==> src/rtl/adsr_bank.sv <==
// adsr_bank: round-robin multi-voice ADSR envelope generator sharing one patch.
// One channel is serviced per clock; every other channel holds its level, phase and accumulator.
module adsr_bank #(
  parameter int NUM_CHANNELS = 4,
  parameter int WIDTH = 24,
  parameter int FRAC = 8,
  localparam int IW = NUM_CHANNELS > 1 ? $clog2(NUM_CHANNELS) : 1
) (
  input  logic                          i_clk,
  input  logic                          i_rst_n,
  input  logic [NUM_CHANNELS-1:0]       i_gate,
  input  logic                          i_retrigger,
  input  logic [WIDTH-1:0]              i_attack,
  input  logic [WIDTH-1:0]              i_decay,
  input  logic [WIDTH-1:0]              i_sustain,
  input  logic [WIDTH-1:0]              i_release,
  output logic [NUM_CHANNELS*WIDTH-1:0] o_envelope,
  output logic [3*NUM_CHANNELS-1:0]     o_adsr_state,
  output logic [NUM_CHANNELS-1:0]       o_running,
  output logic [IW-1:0]                 o_chan_idx
);
  localparam int AW = FRAC > 0 ? FRAC : 1;
  localparam int SW = FRAC + WIDTH + 1;
  localparam logic [WIDTH+1:0] MAX_EXT = {2'b00, {WIDTH{1'b1}}};
  typedef enum logic [2:0] {S_IDLE = 3'd0, S_ATTACK = 3'd1, S_DECAY = 3'd2, S_SUSTAIN = 3'd3, S_RELEASE = 3'd4} state_t;
  logic [WIDTH-1:0]  r_env [NUM_CHANNELS];
  state_t            r_state [NUM_CHANNELS];
  logic [AW-1:0]     r_acc [NUM_CHANNELS];
  logic [NUM_CHANNELS-1:0] r_gate_prev;
  logic [IW-1:0]     r_idx;
  logic [WIDTH-1:0]  w_env, w_env_n, w_rate;
  state_t            w_state, w_state_n;
  logic [AW-1:0]     w_acc, w_acc_n, w_lo;
  logic              w_gate, w_prev;
  logic [SW-1:0]     w_sum;
  logic [WIDTH:0]    w_d;
  logic [WIDTH+1:0]  w_up, w_floor;
  assign w_env   = r_env[r_idx];
  assign w_state = r_state[r_idx];
  assign w_acc   = r_acc[r_idx];
  assign w_gate  = i_gate[r_idx];
  assign w_prev  = r_gate_prev[r_idx];
  // Wide sums keep every comparison exact so the level never wraps past 0 or MAX.
  always_comb begin
    w_rate  = w_state == S_ATTACK ? i_attack : w_state == S_DECAY ? i_decay : i_release;
    w_sum   = (FRAC > 0 ? SW'(w_acc) : SW'(0)) + SW'(w_rate);
    w_d     = w_sum[SW-1:FRAC];
    w_lo    = FRAC > 0 ? w_sum[AW-1:0] : '0;
    w_up    = {2'b00, w_env} + {1'b0, w_d};
    w_floor = {2'b00, i_sustain} + {1'b0, w_d};
  end
  always_comb begin
    w_env_n   = w_env;
    w_state_n = w_state;
    w_acc_n   = w_acc;
    if (w_gate && !w_prev) begin
      w_state_n = S_ATTACK;
      w_acc_n   = '0;
      w_env_n   = i_retrigger ? '0 : w_env;
    end else if (!w_gate && w_prev && (w_state == S_ATTACK || w_state == S_DECAY || w_state == S_SUSTAIN)) begin
      w_state_n = S_RELEASE;
      w_acc_n   = '0;
    end else begin
      case (w_state)
        S_ATTACK: begin
          w_env_n   = w_up >= MAX_EXT ? {WIDTH{1'b1}} : w_up[WIDTH-1:0];
          w_state_n = w_up >= MAX_EXT ? S_DECAY : S_ATTACK;
          w_acc_n   = w_up >= MAX_EXT ? '0 : w_lo;
        end
        S_DECAY: begin
          w_env_n   = {2'b00, w_env} <= w_floor ? i_sustain : w_env - w_d[WIDTH-1:0];
          w_state_n = {2'b00, w_env} <= w_floor ? S_SUSTAIN : S_DECAY;
          w_acc_n   = {2'b00, w_env} <= w_floor ? '0 : w_lo;
        end
        S_SUSTAIN: w_env_n = i_sustain;
        S_RELEASE: begin
          w_env_n   = {1'b0, w_env} <= w_d ? '0 : w_env - w_d[WIDTH-1:0];
          w_state_n = {1'b0, w_env} <= w_d ? S_IDLE : S_RELEASE;
          w_acc_n   = {1'b0, w_env} <= w_d ? '0 : w_lo;
        end
        default: begin
          w_env_n   = '0;
          w_state_n = S_IDLE;
        end
      endcase
    end
  end
  always_ff @(posedge i_clk) begin
    if (!i_rst_n) begin
      for (int i = 0; i < NUM_CHANNELS; i++) begin
        r_env[i]   <= '0;
        r_state[i] <= S_IDLE;
        r_acc[i]   <= '0;
      end
      r_gate_prev <= '0;
      r_idx       <= '0;
    end else begin
      r_env[r_idx]       <= w_env_n;
      r_state[r_idx]     <= w_state_n;
      r_acc[r_idx]       <= w_acc_n;
      r_gate_prev[r_idx] <= w_gate;
      r_idx              <= r_idx == IW'(NUM_CHANNELS - 1) ? '0 : r_idx + 1'b1;
    end
  end
  for (genvar g = 0; g < NUM_CHANNELS; g++) begin : g_out
    assign o_envelope[g*WIDTH +: WIDTH] = r_env[g];
    assign o_adsr_state[3*g +: 3]       = r_state[g];
    assign o_running[g]                 = r_state[g] != S_IDLE;
  end
  assign o_chan_idx = r_idx;
endmodule

==> config.mk <==
export PLATFORM = sky130hd
export DESIGN_NAME = adsr_bank
export DESIGN_NICKNAME = d
export VERILOG_FILES = /design/src/rtl/adsr_bank.sv
export SDC_FILE = /design/constraint.sdc
export NUM_CORES = 1
export LEC_CHECK = 0
export ABC_AREA = 1
export BUFFER_PORTS_ARGS = -buffer_cell sky130_fd_sc_hd__buf_2
export CAP_MARGIN = 20
export CORE_ASPECT_RATIO = 1.25
export CORE_MARGIN = 4
export CORE_UTILIZATION = 32
export DETAILED_ROUTE_END_ITERATION = 7
export GPL_TIMING_DRIVEN = 0
export PLACE_DENSITY_LB_ADDON = 0.15
export SLEW_MARGIN = 20
export SYNTH_ARGS = -nofsm -noshare
export SYNTH_HDL_FRONTEND = slang
export SYNTH_SLANG_ARGS = --single-unit
==> constraint.sdc <==
create_clock -name i_clk -period 8.5 [get_ports i_clk]
set_clock_uncertainty 0.15 [all_clocks]
set_input_delay 0.85 -clock i_clk [delete_from_list [all_inputs] [get_ports i_clk]]
set_output_delay 0.85 -clock i_clk [all_outputs]
set_load 0.005 [all_outputs]
# Yosys cells after proc, flatten, opt, wreduce, memory -nomap -nowiden
# Memory sizes are Yosys's and may differ from the RTL's. A register that Yosys moved wholly into a read port is not among the register bits.
# Index checks and enable logic that the tools add are counted.
# W data, S select, Z words.
# word_totals
mem_bits_ro,0
latch_bits,0
reg_bits,6
memories,3
inputBits,103
wordCells,79
ramBits,140
# op_classes
n_mul,0
n_addsub,5
eq_ne,5
order_cmp,5
n_mux,42
shift,0
n_div,0
bitwise,1
reduce_logical,16
# mem_list
name,words,word_bits,rd,rd_clocked_by_memory_dff,write_ports,line,text
r_env,4,24,5,1,4,26,logic [WIDTH-1:0] r_env [NUM_CHANNELS];
r_acc,4,8,1,1,4,28,logic [AW-1:0] r_acc [NUM_CHANNELS];
r_state,4,3,5,1,4,27,state_t r_state [NUM_CHANNELS];
# ops
operator,count
$mux W24,9
$pmux W24 S4,1
$add A24 B17 Y25,2
$mux W8,6
$add A8 B24 Y25,1
$ge A25 B24 Y1 const B,1
$le A24 B25 Y1,1
$le A24 B17 Y1,1
$pmux W8 S3,1
$reduce_or A24 Y1,1
$sub A24 B17 Y24,1
$mux W2,7
$mux W3,4
$pmux W3 S4,1
$reduce_bool A3 Y1,4
$mux W1,9
$reduce_or A8 Y1,1
$eq A3 B2 Y1 const B,2
$bmux W1 S2,2
$bwmux W4,1
$logic_and A1 B1 Y1,4
$eq A3 B1 Y1 const B,1
$eq A3 B3 Y1 const B,1
$lt A2 B3 Y1 const B,1
9 further kinds,11

# Logic depth before layout (Yosys ltp)
# logic_depth
depth_word,11
mapped_depth,62
mapped_depth_nobuf,60

# Least setup slack after synthesis
# OpenSTA, ideal clock, no wires.
# synth_path
path_kind,register -> register
from,reg r_idx[0] (netlist: o_chan_idx[0])
to,"mem r_env[1][17], data pin"
t_arrival_ns,6.995
setup_ns,0.266
path_slack_ns,1.089
path_stages_with_launch,51
required_ns,8.084
path_buffers,4
cell_sequence,dfxtp_1 -> inv_2 -> buf_6 -> o211ai_1 -> nand2_2 -> nand3_2 -> buf_2 -> buf_1 -> nor2_1 -> o21ai_0 -> ha_1 -> nand3_1 -> nand2_1 -> a21oi_1 -> o21ai_0 -> nand3_1 -> nand2_1 -> a21o_1 -> [15 not listed] -> nand3_1 -> nor3_1 -> a21oi_1 -> nand2_1 -> nand2_1 -> nand2_1 -> nand3_1 -> nand2_1 -> nand2_1 -> buf_2 -> nand2_1 -> nand2_1 -> inv_1 -> nand2_1 -> nand2_1 -> nand2_1 -> nand2_1 -> nor2_1
# synth_rtl
item,line,text
"start, declared",30,logic [IW-1:0] r_idx;
"start signal, assigned",102,r_idx <= r_idx == IW'(NUM_CHANNELS - 1) ? '0 : r_idx + 1'b1;
"end, declared",26,

==> flow_metrics.tcl <==
set metrics [dict create \
    hold_viol 0 \
    drt-initial-drc-count 976 \
    ys_seq_elements 146 \
    syn-num-nets 2215 \
    yosysSeqAreaShare_pct 32.20 \
    clk_path_buf_depth 2 \
    max_cap_violations 0 \
    fin_nets 2461 \
    yosysWarningCount 0 \
    clkTransAtPathRegs_ns 0.06 \
    grt_max_degree 25 \
    hold_slack_ns 0.3966 \
    port_buffers 215 \
    ant_nets 0 \
    cp.arrival_ns 8.08 \
    synth.avg_cell_area_sq_um 6.645 \
    muxShareOfSynthArea_pct 0 \
    drt_wl_total_mm 53.71 \
    status "complete, no violations" \
    grt_pass1_vias 13530 \
    cts_tree "done" \
    synth_xor_xnor_area_share_pct 4.174 \
    io_pins 217 \
    hold_path_class "register to register" \
    synth_compound_area_share_pct 9.093 \
    slew_violations 0 \
    grt.total_usage_pct 23.08 \
    area_growth_pct 21.76 \
    synth_top_family_by_area "simple AND/OR/NAND/NOR gates" \
    dp.cells 2793 \
    cts_buffers 17 \
    synthAdderAreaFrac_pct 8.701 \
    ys_types 47 \
    gp_congestion 0.9348 \
    cts.sinks 146 \
    final_cells 2832 \
    gr-total-overflow 0 \
    tightest_slew_ns 0.8469 \
    critPathKind "register to register" \
    vias 13920 \
    synth_edf_count 140 \
    syn_inst 2021 \
    period_share_pct 94.92 \
    cts.htree.levels 4 \
    cts_root_buf "clkbuf_16" \
    pwr_density_cell_mw_per_mm2 296.1 \
    die-area_sq_mm 0.04533 \
    grt_pass1_wl_mm 79.52 \
    p_leak_nw 8.437 \
    hpwl_mm 44.30 \
    rows 83 \
    mostFrequentLayoutCells "nand2_1, inv_1, nor2_1" \
    yosys.area_share.simple_pct 34.90 \
    worst_setup_path_end_kind "register" \
    drtPass1Iterations 8 \
    synth_ff_type "edfxtp_1" \
    cpMaxStageDelayCell "dfxtp_4" \
    setup_tns_ns 0 \
    start_util_pct 32.49 \
    slew_headroom_pct 43.54 \
    avgViaCountPerCell 4.915 \
    async_flop_share_pct 0 \
    die_w_um 191.2 \
    fmax_ghz 0.1239 \
    start_kind "register" \
    required_ns 8.51 \
    crit_fanout 10 \
    antenna_found_initial 0 \
    design_area_sq_mm 0.01635 \
    syn_area_sq_mm 0.01343 \
    cpPeakStageDelay_ns 0.40 \
    clk-insertion-delay-late_ns 0.44 \
    finalCriticalPeriod_ns 8.068 \
    final_common_cell "nand2_1" \
    crit_path_frequent_cell "nand2_1" \
    route.detailed.drc 0 \
    vdd_drop_max_mv 0.1167 \
    drive_gt1_share_pct 18.29 \
    die_h_um 237.0 \
    diodes 0 \
    place_area_sq_mm 0.01533 \
    wl_per_cell_um 18.96 \
    core_sq_mm 0.04133 \
    finalSetupViolations 0 \
]
what timing repair did:
item	CTS	global route
resized for setup	46	59
endpoints found under the setup margin	132	128
hold buffers	0	0
pin swaps	3	10
buffers inserted	3	10
cells in the mapped netlist, types with 3 or more instances:
cell / count / share of area [%]
a21o_1: 9 / 0.50
buf_2: 25 / 0.93
xnor2_1: 18 / 1.2
nor2_1: 244 / 6.8
o21bai_1: 4 / 0.22
o21ai_2: 4 / 0.26
a31oi_1: 3 / 0.14
nand2_2: 10 / 0.47
a21oi_2: 5 / 0.33
inv_1: 281 / 7.9
edfxtp_1: 140 / 31
or2_2: 3 / 0.14
clkbuf_1: 36 / 1.0
nor2_2: 4 / 0.19
o22ai_1: 9 / 0.42
o21ai_1: 13 / 0.48
nor2_4: 3 / 0.25
nand3_2: 16 / 1.2
and3_1: 3 / 0.14
buf_6: 5 / 0.42
ha_1: 87 / 8.1
nand2_1: 666 / 19
buf_4: 4 / 0.22
o31ai_1: 3 / 0.17
fa_1: 4 / 0.60
nand4_1: 13 / 0.61
o21ai_0: 104 / 3.9
nand3b_1: 3 / 0.17
xor2_1: 46 / 3.0
buf_1: 5 / 0.14
nor3_1: 17 / 0.63
nand3_1: 138 / 5.1
inv_2: 11 / 0.31
dfxtp_1: 6 / 0.89
a21oi_1: 61 / 2.3
per-layer routing:
layer | wire (um) | share of wire, % | vias to the layer above | GRT usage (%)
met3 | 2552 | 4.8 | 87 | 2.566
met2 | 27460 | 51 | 430 | 42.06
li1 | - | - | 6898 | -
met5 | 0 | 0 | - | 0
met4 | 2075 | 3.9 | 0 | 9.079
met1 | 21620 | 40 | 6503 | 27.51
kinds of logic after synthesis:
kind of cell,Yosys count
AOI/OAI and AO/OA,222
DFF,146
and+or+nand+nor,1129
xor gates and xnor gates,64
buffers and inverters,369
adders and majority gates,91
critical path, delay by kind of cell (launching register included):
family,cells,cell delay (ns)
simple gates,27,2.97
compound gates,11,1.82
fa+ha+maj,4,1.15
buf+inv,7,0.95
flops,1,0.40
xor+xnor,2,0.34
final cells by class:
| cell class | count | area [sq um] |
|---|---|---|
| multi-input cells | 1506 | 7959 |
| well taps | 552 | 690.7 |
| clock inverters | 14 | 153.9 |
| flip-flops and latches | 146 | 4332 |
| inverters | 294 | 1110 |
| plain buffers | 69 | 390.4 |
| fillers | 4473 | 24980 |
| clock buffers | 18 | 429.2 |
| repair buffers | 233 | 1289 |
through the flow:
stage / setup slack [ns] / util (%) / total power [mW]
2_1_floorplan: 1.089 / - / 3.038
3_3_place_gp: -2.295 / 36.77 / 3.919
3_5_place_dp: -2.401 / 37.08 / 3.950
4_1_cts: 0.001902 / 38.91 / 4.764
5_1_grt: -0.06001 / 39.57 / 5.274
6_report: 0.4319 / 39.57 / 4.842
registers in the layout, indices dropped and copies added (netlist names):
| signal | cells |
|---|---|
| o_chan_idx | 2 |
| r_acc | 32 |
| r_env | 96 |
| r_gate_prev | 4 |
| r_state | 12 |
path summary, 6_finish.rpt:
| kind | startpoint | to | slack (ns) | depth (start not counted) |
|---|---|---|---|---|
| max | o_chan_idx[0]$_SDFF_PP0_ | r_env[1][13]$_SDFFCE_PN0P_ | 0.43 | 51 |
| min | r_gate_prev[0]$_SDFFE_PN0P_ | r_gate_prev[0]$_SDFFE_PN0P_ | 0.40 | 2 |
| max reg2reg | o_chan_idx[0]$_SDFF_PP0_ | r_env[1][13]$_SDFFCE_PN0P_ | 0.43 | 51 |
| min reg2reg | r_gate_prev[0]$_SDFFE_PN0P_ | r_gate_prev[0]$_SDFFE_PN0P_ | 0.40 | 2 |
power breakdown:
part,switching [mW],internal (mW),total (mW)
clock,0.310,0.435,0.745
combinational,2.08,1.05,3.13
sequential,0.0595,0.906,0.966
Power figures use the tool's default switching activity.
